$ cat config.mk
export PLATFORM = sky130hd
export DESIGN_NAME = rotcnt_issue
export DESIGN_NICKNAME = d
export VERILOG_FILES = /design/src/rtl/rotcnt_pkg.sv /design/src/rtl/rotcnt_fifo.sv /design/src/rtl/rotcnt_issue.sv
export SDC_FILE = /design/constraint.sdc
export NUM_CORES = 1
export LEC_CHECK = 0
export ABC_CLOCK_PERIOD_IN_PS = 1910
export CAP_MARGIN = 20
export CORE_UTILIZATION = 46
export CTS_CLUSTER_SIZE = 24
export DETAILED_ROUTE_END_ITERATION = 6
export PLACE_DENSITY = 0.75
export SYNTH_ARGS = -nofsm -noshare
export SYNTH_HDL_FRONTEND = slang
export SYNTH_SLANG_ARGS = --single-unit
$ cat constraint.sdc
create_clock -name clk -period 1.91 [get_ports clk]
set_input_delay 0.382 -clock clk [delete_from_list [all_inputs] [get_ports clk]]
set_output_delay 0.382 -clock clk [all_outputs]
set_load 0.05 [all_outputs]
$ cat src/rtl/rotcnt_pkg.sv
// Shared types and the reference rotate-or-count function for the issue stage
// and its downstream datapath.
package rotcnt_pkg;

  localparam int unsigned A_W = 4;
  localparam int unsigned B_W = 2;

  typedef struct packed {
    logic [A_W-1:0] a;
    logic [B_W-1:0] b;
    logic           rotate;
  } cmd_t;

  // Rotate right by (b + 2) places, or increment modulo 2**A_W.
  function automatic logic [A_W-1:0] rotcnt_model(input logic [A_W-1:0] a,
                                                  input logic [B_W-1:0] b,
                                                  input logic           rotate);
    logic [A_W-1:0] r;
    r = a;
    if (rotate) begin
      r = a + A_W'(1);
    end else begin
      for (int i = 0; i < int'(b) + 2; i++) begin
        r = {r[0], r[A_W-1:1]};
      end
    end
    return r;
  endfunction

endpackage

$ cat src/rtl/rotcnt_fifo.sv
// Command FIFO: wrap-around pointers plus a separate occupancy count, with a
// synchronous flush that discards any same-edge push or pop.
module rotcnt_fifo
  import rotcnt_pkg::*;
#(
  parameter int unsigned  DEPTH = 4,
  localparam int unsigned PtrW  = $clog2(DEPTH),
  localparam int unsigned CntW  = PtrW + 1
) (
  input  logic            clk_i,
  input  logic            rst_ni,
  input  logic            push_i,
  input  cmd_t            data_i,
  input  logic            pop_i,
  input  logic            flush_i,
  output cmd_t            data_o,
  output logic [CntW-1:0] count_o,
  output logic            full_o,
  output logic            empty_o
);

  cmd_t            mem_q [DEPTH];
  logic [PtrW-1:0] wptr_q, wptr_d;
  logic [PtrW-1:0] rptr_q, rptr_d;
  logic [CntW-1:0] count_q, count_d;
  logic            push_ok, pop_ok;

  assign full_o  = (count_q == CntW'(DEPTH));
  assign empty_o = (count_q == '0);
  assign push_ok = push_i & ~full_o & ~flush_i;
  assign pop_ok  = pop_i & ~empty_o & ~flush_i;

  always_comb begin
    wptr_d  = wptr_q;
    rptr_d  = rptr_q;
    count_d = count_q;
    if (flush_i) begin
      wptr_d  = '0;
      rptr_d  = '0;
      count_d = '0;
    end else begin
      if (push_ok) wptr_d = wptr_q + PtrW'(1);
      if (pop_ok)  rptr_d = rptr_q + PtrW'(1);
      count_d = count_q + CntW'(push_ok) - CntW'(pop_ok);
    end
  end

  always_ff @(posedge clk_i or negedge rst_ni) begin
    if (!rst_ni) begin
      wptr_q  <= '0;
      rptr_q  <= '0;
      count_q <= '0;
    end else begin
      wptr_q  <= wptr_d;
      rptr_q  <= rptr_d;
      count_q <= count_d;
    end
  end

  // Storage needs no reset: entries are only read once the count covers them.
  always_ff @(posedge clk_i) begin
    if (push_ok) mem_q[wptr_q] <= data_i;
  end

  assign data_o  = mem_q[rptr_q];
  assign count_o = count_q;

endmodule

$ cat src/rtl/rotcnt_issue.sv
// Issue stage: buffers commands, presents one per cycle to the rotate-or-count
// stage and tags the stage's registered result with a valid strobe.
module rotcnt_issue
  import rotcnt_pkg::*;
#(
  parameter int unsigned  DEPTH = 4,
  localparam int unsigned CntW  = $clog2(DEPTH) + 1
) (
  input  logic            clk,
  input  logic            rst_n,
  input  logic            in_valid,
  output logic            in_ready,
  input  logic [A_W-1:0]  in_a,
  input  logic [B_W-1:0]  in_b,
  input  logic            in_rotate,
  input  logic            issue_en,
  input  logic            flush,
  output logic [A_W-1:0]  op_a,
  output logic [B_W-1:0]  op_b,
  output logic            op_rotate,
  output logic            op_fire,
  input  logic [A_W-1:0]  res_in,
  output logic            res_valid,
  output logic [A_W-1:0]  res_data,
  output logic            res_rotate,
  output logic [CntW-1:0] count,
  output logic [7:0]      issued
);

  cmd_t       push_cmd, head_cmd;
  logic       full, empty, issue;
  cmd_t       op_q, op_d;
  logic       op_fire_q, op_fire_d;
  logic       res_valid_q, res_valid_d;
  logic       res_rotate_q, res_rotate_d;
  logic [7:0] issued_q, issued_d;

  assign push_cmd = '{a: in_a, b: in_b, rotate: in_rotate};
  assign issue    = ~empty & issue_en & ~flush;

  rotcnt_fifo #(
    .DEPTH (DEPTH)
  ) u_fifo (
    .clk_i   (clk),
    .rst_ni  (rst_n),
    .push_i  (in_valid),
    .data_i  (push_cmd),
    .pop_i   (issue),
    .flush_i (flush),
    .data_o  (head_cmd),
    .count_o (count),
    .full_o  (full),
    .empty_o (empty)
  );

  // op_* hold their last values when nothing issues; the stage keeps clocking
  // them but res_valid stays low for those cycles.
  always_comb begin
    op_d         = issue ? head_cmd : op_q;
    op_fire_d    = issue;
    res_valid_d  = op_fire_q;
    res_rotate_d = op_q.rotate;
    issued_d     = issued_q + 8'(issue);
  end

  always_ff @(posedge clk or negedge rst_n) begin
    if (!rst_n) begin
      op_q         <= '0;
      op_fire_q    <= 1'b0;
      res_valid_q  <= 1'b0;
      res_rotate_q <= 1'b0;
      issued_q     <= '0;
    end else begin
      op_q         <= op_d;
      op_fire_q    <= op_fire_d;
      res_valid_q  <= res_valid_d;
      res_rotate_q <= res_rotate_d;
      issued_q     <= issued_d;
    end
  end

  assign in_ready   = ~full;
  assign op_a       = op_q.a;
  assign op_b       = op_q.b;
  assign op_rotate  = op_q.rotate;
  assign op_fire    = op_fire_q;
  assign res_valid  = res_valid_q;
  assign res_rotate = res_rotate_q;
  assign res_data   = res_in;
  assign issued     = issued_q;

endmodule

==> reports/results.ini <==
[status]
status=finished, violations left
violations=design-rule violations, negative setup slack

[grt]
antenna_found_initial=0
met2_usage=0.2956
grt_pass1_vias=1235
grtUsageTotal=0.1681
grt_max_degree=26
met3_usage=0.04701
overflow=0
grt_use_met1=0.1908
top_usage_layer=met2
grt_pass1_wl_microns=6065

[setup_path]
slowest_stage=fa_2
crit_required_ns=2.10
worstPathMaxFanout=2
cp-start-kind=flop
crit_chain=nor3_4 > nor3b_4 > ha_1 > inv_1 > ha_2 > inv_2 > fa_2 > nor2_1
slowest_delay_ns=0.51
path_class=flop to flop
worstPathArrival_ns=2.15
end_kind=flop

[clocking]
cts_sinks=53
cts_buffers=5
cts_htree_levels=2
cts-root-buf=clkbuf_8
cts_hold_buf=0
clockBufferDepth=2
clk_latency_ns=0.30
clkTransAtPathRegs_ns=0.08
cts_tree=built

[power_and_ir_drop]
peakVddDrop_mv=0.6128
leakage_nw=1.189
p_int_mw=2.459
p_clk_frac=0.184
power_frac_comb=0.416
p_sw_frac=0.3703
power_mw=3.905
switchingPower_mw=1.446
seqPwrFrac=0.400
power_density_nw_per_um2=1390

[layout]
stdcell_count=232
postLayoutCellArea_sq_um=2810
nets=204
syn_to_final_growth_pct=30.05
num_antenna_cells=0
drive_above_1_share=0.3222
final_util=0.6323

[routing]
viasPerCell=5.073
route.detailed.drc=7
wl_per_cell_microns=15.40
drt-initial-drc-count=60
postRouteAntennaNets=0
num_vias=1177
routed_wl_microns=3573
firstDrtPassIters=7

[place]
place_inst=223
hpwl_microns=2575
dp_slack_ns=-0.3819
gp_congestion=0.7668
io_buffers=33
placed_area_sq_um=2671

[yosys]
avgSynthCellArea_sq_um=16.88
async_reset_ff_frac=0.4717
synth_fp_nets=153
synthesis.area_sq_um=2161
synth-edff-count=28
synth_flop_cell=edfxtp_1
ys_ff_latch=53
yosysUniqueCellTypes=26
synth_cells=128
ys_warn_count=0
seq_area_frac_synth=0.6786

[timing]
setup_viol=3
slew_viol_final=0
fin_tns_setup_ns=-0.06230
fin_crit_ns=1.956
timing.final.crit_share=1.024
worst_pin_slew_ns=0.5201
fin_hold_ws_ns=0.4017
rsz0062_at_grt=yes
finalWorstSetupSlack_ns=-0.04643
hold_violations=0
skew_ns=0.003214
max_clock_freq_mhz=511.1
slew_headroom=0.6527

[die]
die_w_microns=70.54
dieArea_sq_um=4975
ios=42
die_h_microns=70.54
initial_core_util=0.4862
rows=24
fp.coreArea_sq_um=4444

[worst_hold_path]
hold_class=flop to flop

[job]
cap_violations=0

==> state kept, by name, summed over array words and instances (netlist names) <==
name / flops
issued: 8
op_a: 4
op_b: 2
op_fire: 1
op_rotate: 1
res_rotate: 1
res_valid: 1
u_fifo.count_o: 3
u_fifo.mem_q: 28
u_fifo.rptr_q: 2
u_fifo.wptr_q: 2
==> power groups by stage <==
stage / clock [mW] / combinational (mW) / sequential (mW)
floorplan: 0 / 0.515 / 2.16
global placement: 0 / 1.57 / 1.58
detailed placement: 0 / 1.61 / 1.59
CTS: 0.748 / 1.63 / 1.57
global route: 0.791 / 1.72 / 1.59
finish: 0.718 / 1.63 / 1.56
==> what timing repair did <==
item                                    CTS  global route
gates cloned                              0             0
gates resized for setup                   7             4
endpoints found under the setup margin    3             7
buffers inserted                          0             1
pin swaps                                 4             0
==> cell type report <==
cell class / count / area (sq um)
clock buffer: 6 / 72.57
multi-input combinational: 61 / 640.6
timing repair buffer: 51 / 499.2
clock inverter: 2 / 33.78
fill: 311 / 1634
sequential: 53 / 1473
inverter: 7 / 26.28
tap: 52 / 65.06
==> synth_stat cells, types with 2 or more instances <==
cell type	n	area, sq um
mux4_2	7	157.7
ha_1	8	100.1
and3_1	2	12.51
xnor2_1	5	43.79
a21oi_1	2	10.01
nand3_1	6	30.03
mux2_2	7	78.83
and2_1	4	25.02
dfrtp_1	25	625.6
buf_4	4	30.03
edfxtp_1	28	840.8
nor2_1	4	15.01
xor2_1	5	43.79
o21ai_0	2	10.01
nor3b_1	2	15.01
inv_1	7	26.28
==> worst max-delay path, delay by kind of cell (launching register included) <==
family        cells  cell delay (ns)
fa+ha+maj         3             0.95
buf+inv           2             0.10
flops             1             0.50
simple gates      3             0.30
==> cells in the final DEF, fill, tap and decap left out, drive strengths merged, types with 2 or more instances in the layout <==
cell,synthesis,layout
nand3,6,6
xor2,5,5
nor3b,3,3
and2,4,4
inv,7,7
buf,6,29
dlygate4sd2,0,2
a21oi,2,2
o21ai,2,2
dfrtp,25,25
mux4,7,7
nor2,4,4
and3,2,2
clkdlybuf4s50,0,16
nor3,2,2
xnor2,5,5
edfxtp,28,28
ha,8,8
dlymetal6s2s,0,4
clkbuf,1,6
mux2,7,7
==> logic make-up (layout without fill, tap and decap cells) <==
kind of cell | count (synthesis) | count (layout) | share of synthesized area
flip-flops | 53 | 53 | 0.6786
buffers and inverters | 14 | 66 | 0.03532
multiplexers | 14 | 14 | 0.1094
AO/OA/AOI/OAI | 6 | 6 | 0.01679
XOR/XNOR | 10 | 10 | 0.04053
adder cells (fa/ha/maj) | 9 | 9 | 0.05559
AND/OR/NAND/NOR | 22 | 22 | 0.06369
==> path summary, 6_finish.rpt <==
check,endpoint,slack (ns),from,depth (start not counted)
max,u_fifo.count_o[1]$_DFF_PN0_,-0.05,u_fifo.count_o[1]$_DFF_PN0_,8
max in group asynchronous,u_fifo.count_o[1]$_DFF_PN0_,1.18,rst_n,2
min reg2reg,res_valid$_DFF_PN0_,0.40,op_fire$_DFF_PN0_,0
max reg2reg,u_fifo.count_o[1]$_DFF_PN0_,-0.05,u_fifo.count_o[1]$_DFF_PN0_,8
min in group asynchronous,op_b[1]$_DFFE_PN0N_,0.44,rst_n,2
min,res_valid$_DFF_PN0_,0.40,op_fire$_DFF_PN0_,0
==> layer usage <==
| metal | up-vias | share of wire |
|---|---|---|
| met1 | 583 | 0.39 |
| met3 | 7 | 0.048 |
| met5 | - | 0 |
| met2 | 25 | 0.54 |
| li1 | 562 | - |
| met4 | 0 | 0.022 |
Note: power is estimated with default switching activity, not from simulation.
